$ cat config.mk
export PLATFORM = sky130hd
export DESIGN_NAME = dmem_arbiter
export DESIGN_NICKNAME = d
export VERILOG_FILES = /design/src/rtl/dmem_arbiter.sv
export SDC_FILE = /design/constraint.sdc
export NUM_CORES = 1
export LEC_CHECK = 0
export BUFFER_PORTS_ARGS = -buffer_cell sky130_fd_sc_hd__buf_4
export CORE_AREA = 2 2 120 122
export DETAILED_ROUTE_END_ITERATION = 10
export DIE_AREA = 0 0 122 124
export GPL_TIMING_DRIVEN = 0
export PLACE_DENSITY = 0.66
export SLEW_MARGIN = 20
export SYNTH_ARGS = -nofsm -noshare
export SYNTH_HDL_FRONTEND = slang
export SYNTH_SLANG_ARGS = --single-unit
$ cat constraint.sdc
create_clock -name clk -period 1.6 [get_ports clk]
set_input_delay 0.16 -clock clk [delete_from_list [all_inputs] [get_ports clk]]
set_output_delay 0.16 -clock clk [all_outputs]
set_load 0.05 [all_outputs]
$ cat src/rtl/dmem_arbiter.sv
// rtl/dmem_arbiter.sv - two-port arbiter/sequencer in front of the single-port data memory controller
//
// Purpose:
//   Grants one of two requesters (port 0 = memory-access pipeline stage,
//   port 1 = debug/loader) at a time, latches its request fields, issues a
//   single memory access and returns the result with a one-cycle ack.
//   Sequence: IDLE (grant + latch) -> ISSUE (mem_en) -> RESP (ack).
//
// Configuration macro:
//   DMEM_ARB_ROUND_ROBIN_EN  defined   : round-robin tie break via last_gnt
//                            undefined : fixed priority, port 0 wins ties
//
// Ports:
//   clk, rstd                      clock, asynchronous active-low reset
//   req0/1, we0/1, addr0/1,        requester side; req held until its ack
//   wdata0/1, width0/1, uns0/1
//   ack0/1, rdata0/1               one-cycle completion pulse and load data
//   mem_en, mem_we, mem_addr,      memory controller side, driven from the
//   mem_wdata, mem_width, mem_uns  latched request registers
//   mem_rdata                      memory read data, valid the cycle after mem_en
//   busy                           high in ISSUE and RESP

module dmem_arbiter #(
    parameter int ADDR_W = 32,
    parameter int DATA_W = 32
) (
    input  logic              clk,
    input  logic              rstd,
    input  logic              req0,
    input  logic              req1,
    input  logic              we0,
    input  logic              we1,
    input  logic [ADDR_W-1:0] addr0,
    input  logic [ADDR_W-1:0] addr1,
    input  logic [DATA_W-1:0] wdata0,
    input  logic [DATA_W-1:0] wdata1,
    input  logic [1:0]        width0,
    input  logic [1:0]        width1,
    input  logic              uns0,
    input  logic              uns1,
    output logic              ack0,
    output logic              ack1,
    output logic [DATA_W-1:0] rdata0,
    output logic [DATA_W-1:0] rdata1,
    output logic              mem_en,
    output logic              mem_we,
    output logic [ADDR_W-1:0] mem_addr,
    output logic [DATA_W-1:0] mem_wdata,
    output logic [1:0]        mem_width,
    output logic              mem_uns,
    input  logic [DATA_W-1:0] mem_rdata,
    output logic              busy
);

    typedef enum logic [1:0] {
        IDLE  = 2'd0,
        ISSUE = 2'd1,
        RESP  = 2'd2
    } state_t;

    state_t              state_q;
    logic                gnt_q;
    logic                we_q;
    logic [ADDR_W-1:0]   addr_q;
    logic [DATA_W-1:0]   wdata_q;
    logic [1:0]          width_q;
    logic                uns_q;
    logic                mem_en_q;
    logic                mem_we_q;
    logic                ack0_q;
    logic                ack1_q;
    logic                busy_q;

    logic                tie_win;
    logic                gnt_d;
    logic                we_d;
    logic [ADDR_W-1:0]   addr_d;
    logic [DATA_W-1:0]   wdata_d;
    logic [1:0]          width_d;
    logic                uns_d;

`ifdef DMEM_ARB_ROUND_ROBIN_EN
    logic                last_gnt_q;
    // On a tie the port that was not served last goes first.
    assign tie_win = ~last_gnt_q;
`else
    assign tie_win = 1'b0;
`endif

    // With a single request the requester wins; req1 alone selects port 1.
    assign gnt_d   = (req0 && req1) ? tie_win : req1;
    assign we_d    = gnt_d ? we1    : we0;
    assign addr_d  = gnt_d ? addr1  : addr0;
    assign wdata_d = gnt_d ? wdata1 : wdata0;
    // Width 3 is an alias for word, normalised before it reaches the controller.
    assign width_d = ((gnt_d ? width1 : width0) == 2'd3) ? 2'd2 : (gnt_d ? width1 : width0);
    assign uns_d   = gnt_d ? uns1   : uns0;

    always_ff @(posedge clk or negedge rstd) begin
        if (!rstd) begin
            state_q    <= IDLE;
            gnt_q      <= 1'b0;
            we_q       <= 1'b0;
            addr_q     <= '0;
            wdata_q    <= '0;
            width_q    <= 2'd0;
            uns_q      <= 1'b0;
            mem_en_q   <= 1'b0;
            mem_we_q   <= 1'b0;
            ack0_q     <= 1'b0;
            ack1_q     <= 1'b0;
            busy_q     <= 1'b0;
`ifdef DMEM_ARB_ROUND_ROBIN_EN
            last_gnt_q <= 1'b1;
`endif
        end else begin
            case (state_q)
                IDLE: begin
                    if (req0 || req1) begin
                        state_q    <= ISSUE;
                        gnt_q      <= gnt_d;
                        we_q       <= we_d;
                        addr_q     <= addr_d;
                        wdata_q    <= wdata_d;
                        width_q    <= width_d;
                        uns_q      <= uns_d;
                        mem_en_q   <= 1'b1;
                        mem_we_q   <= we_d;
                        busy_q     <= 1'b1;
`ifdef DMEM_ARB_ROUND_ROBIN_EN
                        last_gnt_q <= gnt_d;
`endif
                    end
                end
                ISSUE: begin
                    state_q  <= RESP;
                    mem_en_q <= 1'b0;
                    mem_we_q <= 1'b0;
                    ack0_q   <= ~gnt_q;
                    ack1_q   <= gnt_q;
                end
                RESP: begin
                    state_q <= IDLE;
                    ack0_q  <= 1'b0;
                    ack1_q  <= 1'b0;
                    busy_q  <= 1'b0;
                end
                default: begin
                    state_q  <= IDLE;
                    mem_en_q <= 1'b0;
                    mem_we_q <= 1'b0;
                    ack0_q   <= 1'b0;
                    ack1_q   <= 1'b0;
                    busy_q   <= 1'b0;
                end
            endcase
        end
    end

    assign ack0      = ack0_q;
    assign ack1      = ack1_q;
    assign mem_en    = mem_en_q;
    assign mem_we    = mem_we_q;
    assign mem_addr  = addr_q;
    assign mem_wdata = wdata_q;
    assign mem_width = width_q;
    assign mem_uns   = uns_q;
    assign busy      = busy_q;

    // mem_rdata only becomes valid in RESP, so load data is steered through
    // combinationally while the ack is up; stores return zero.
    assign rdata0 = (ack0_q && !we_q) ? mem_rdata : '0;
    assign rdata1 = (ack1_q && !we_q) ? mem_rdata : '0;

endmodule

==> metrics.md <==
| Metric | Value |
|---|---|
| Clock-pin slew on the worst setup and hold paths | `approximately 0.06 ns` |
| Global-route wire length before repair | `between 20 and 25 mm` |
| Hpwl dp | `10.9 mm` |
| Failing checks | `hold timing, setup timing` |
| Switch Pwr | `~7.4 mW` |
| Minimum clock period | `1.61 ns` |
| P_leak | `about 3.7 nW` |
| CP Class | `reg -> out` |
| Row cnt | `43` |
| CTS tree | `built` |
| IO Count | `around 310` |
| Layout Nets | `between 800 and 900` |
| Period utilization | `101%` |
| Clock Skew | `approximately 0.0099 ns` |
| Seq/Total Area, Yosys | `between 40 and 50%` |
| Grt total ovfl | `0` |
| Max incr delay on CP | `~0.44 ns` |
| Final antenna-violating net count | `0` |
| Seq pwr share | `between 20% and 30%` |
| Clock Power Share | `~15%` |
| Combinational share of power | `a little over three fifths` |
| WP data required | `1.44 ns` |
| Total power divided by cell area | `approximately 2100 nW/µm²` |
| Skew-Pair Late Insertion Delay | `0.34 ns` |
| Share of the synthesized area in the top cell type | `between 40 and 50%` |
| FF/Latch Area | `1910 µm²` |
| Worst min path class | `in -> async` |
| Pins Over Slew Limit | `0` |
| Average size of a mapped cell | `approximately 13 µm²` |
| Maxcap violations | `0` |
| Wire per inst | `between 15 and 20 µm` |
| Layout cells sized above 1 | `around 84%` |
| I/O Buffers | `~310` |
| DR vias/cell | `between 4 and 5` |
| DRT Pass-1 Iters | `4` |
| CP startpoint kind | `flop` |
| Multi-input gate area | `~2200 µm²` |
| Netlist cell types | `23` |
| Initial Util | `between 30 and 40%` |
| Commonest non-fill, non-tap cells in the layout | `255 x buf_4, 106 x mux2_2, 71 x dfrtp_1` |
| Critical Path Fanout Max | `10` |
| Sw Ratio | `a little under half` |
| Gpl congestion | `between 0.7 and 0.8` |
| Final Setup Violations | `13` |
| Routed Wire Length | `around 14 mm` |
| Worst slew pin tran | `0.979 ns` |
| Number of global-route vias before repair | `about 4000` |
| Crit-path cells | `nor2b_4, clkbuf_8, and2_2, buf_6` |
| Vias | `around 3800` |
| RSZ-0062 raised after global routing | `yes` |
| Area Overhead vs Synth | `80.4%` |
| Final cell count without fillers | `approximately 830` |
| Slowest cell on crit path | `dfrtp_2` |
| Syn_nets | `around 500` |
| Die X | `between 100 and 150 µm` |
| Critical Path End Type | `output port` |
| Peak supply drop | `between 0.001 and 0.0015 V` |
| Post-CTS Hold Fix Bufs | `0` |
| CTS Sinks | `76` |
| Initial antenna violation count | `1` |
| DIE HEIGHT | `~120 µm` |
| Final Total Pwr | `between 15 and 20 mW` |
| Placed insts | `just over 800` |
| H-tree Lvls | `3` |
| Register bit total from synthesis | `76` |
| Clock Tree Buf Depth | `2` |
| Root Driver | `clkbuf_16` |
| Final Hold Fails | `11` |
| R2R depth | `6` |
| Area leader, netlist | `dfrtp_1` |
| CTS buffer count | `9` |
| Final WS setup | `-0.0116 ns` |
| Core area | `approximately 14000 µm²` |
| Post-Syn Area | `4200 µm²` |
| Internal power | `roughly 8.2 mW` |
| Fillers | `around 1200` |
| Critical Path AT | `between 1 and 1.5 ns` |
| Max frequency | `0.621 GHz` |
| Slew HR | `between 30% and 40%` |
| GR Util All Layers | `a little under a fifth` |
| Most common cell after layout, fill and taps aside | `buf_4` |
| Ys Warns | `0` |
| Largest net degree at the start of global routing | `77` |
| Post-Syn Instances | `about 330` |
| Status | `complete, but fails checks` |
| Iteration-0 DRC Markers | `47` |
| Final hold slack | `-0.0201 ns` |
| Die ar. | `~15000 µm²` |
| Synth area leaders | `dfrtp_1 45%, mux2_2 28%, and2_1 9.5%, mux2_4 9.3%, buf_2 1.2%` |
| DR DRC count | `0` |
-- kinds of logic after synthesis --
family / Yosys count / synth area share, %
muxes: 135 / 38.4
DFF: 76 / 45.3
and+or+nand+nor: 74 / 10.9
buffers and inverters: 30 / 3.87
AOI/OAI and AO/OA: 11 / 1.55
-- critical path: cells and delay by family, from the launching register on --
family                 cells  cell delay [ns]
buffers and inverters      2             0.33
flip-flops                 1             0.44
AND/OR/NAND/NOR            2             0.34
-- Yosys cell counts --
| cell | instances |
|---|---|
| a211oi_1 | 1 |
| a21oi_1 | 3 |
| a31oi_1 | 1 |
| and2_1 | 64 |
| buf_2 | 10 |
| buf_4 | 2 |
| buf_6 | 4 |
| clkbuf_1 | 6 |
| dfrtp_1 | 76 |
| inv_1 | 7 |
| inv_2 | 1 |
| mux2_2 | 106 |
| mux2_4 | 26 |
| mux2i_1 | 3 |
| nand2b_1 | 1 |
| nor2_1 | 4 |
| nor2b_1 | 3 |
| nor3b_1 | 1 |
| nor4bb_1 | 1 |
| o21ai_0 | 3 |
| o21ai_1 | 1 |
| o22ai_1 | 1 |
| o311a_1 | 1 |
-- sequential cells by signal, summed over array words and instances (netlist names) --
name and count:
we_q 1, ack1 1, mem_en 1, mem_addr 32, state_q 2, mem_we 1, ack0 1, mem_wdata 32
gnt_q 1, mem_uns 1, busy 1, mem_width 2
-- layer usage --
layer	part of all wire [%]	global-route usage (%)	routed length (µm)
met5	0	0	0
met4	2.3	7.47	321
met3	9.1	6.00	1280
met2	54	34.0	7610
met1	35	18.4	4880
-- path summary, 6_finish.rpt --
| kind | end | slack, ns | from |
|---|---|---|---|
| hold / removal | mem_addr[12] | -0.02 | rstd |
| min in group clk | gnt_q | 0.04 | req0 |
| setup / recovery | rdata0[10] | -0.01 | we_q |
| setup reg to reg | mem_addr[1] | 0.11 | state_q[1] |
| max in group asynchronous | state_q[0] | 0.93 | rstd |
| hold reg to reg | ack0 | 0.48 | gnt_q |
-- power groups by stage --
stage	registers, mW	logic, mW	clock network [mW]
final	3.51	9.81	2.30
after detailed placement	3.50	9.32	0
after global routing	3.65	10.2	2.46
after floorplan	6.70	3.16	0
after CTS	3.55	9.75	2.34
after global placement	3.46	9.25	0
-- cell type report --
| class | instances | area share, % |
|---|---|---|
| timing repair buffer | 312 | 34.4 |
| tap | 180 | 2.97 |
| clock buffer | 13 | 3.56 |
| inverter | 8 | 0.429 |
| multi-input combinational | 220 | 29.6 |
| antenna | 1 | 0.0330 |
| buffer | 21 | 2.89 |
| sequential | 76 | 25.2 |
| clock inverter | 3 | 0.891 |
-- metrics by stage --
step                worst slack [ns]  setup TNS (ns)  instance area (µm²)  utilization (%)  hold slack, ns
finish                       -0.0116         -0.0724                 7580             55.3         -0.0201
global route                 -0.0825           -3.37                 7580             55.3          0.0447
CTS                          -0.0149         -0.0622                 7510             54.8          0.0237
detailed placement            -0.305           -9.94                 6810             49.6           0.375
global placement              -0.289          -10.39                 6810             49.6           0.368
floorplan                    0.00741               0                 4280                -          -0.136
-- repair_timing --
item,in CTS,in global routing
setup endpoints to repair,128,116
pin swaps,0,1
resized for setup,99,15
setup buffers,1,4
No activity file was read; power rests on OpenSTA's default activity.
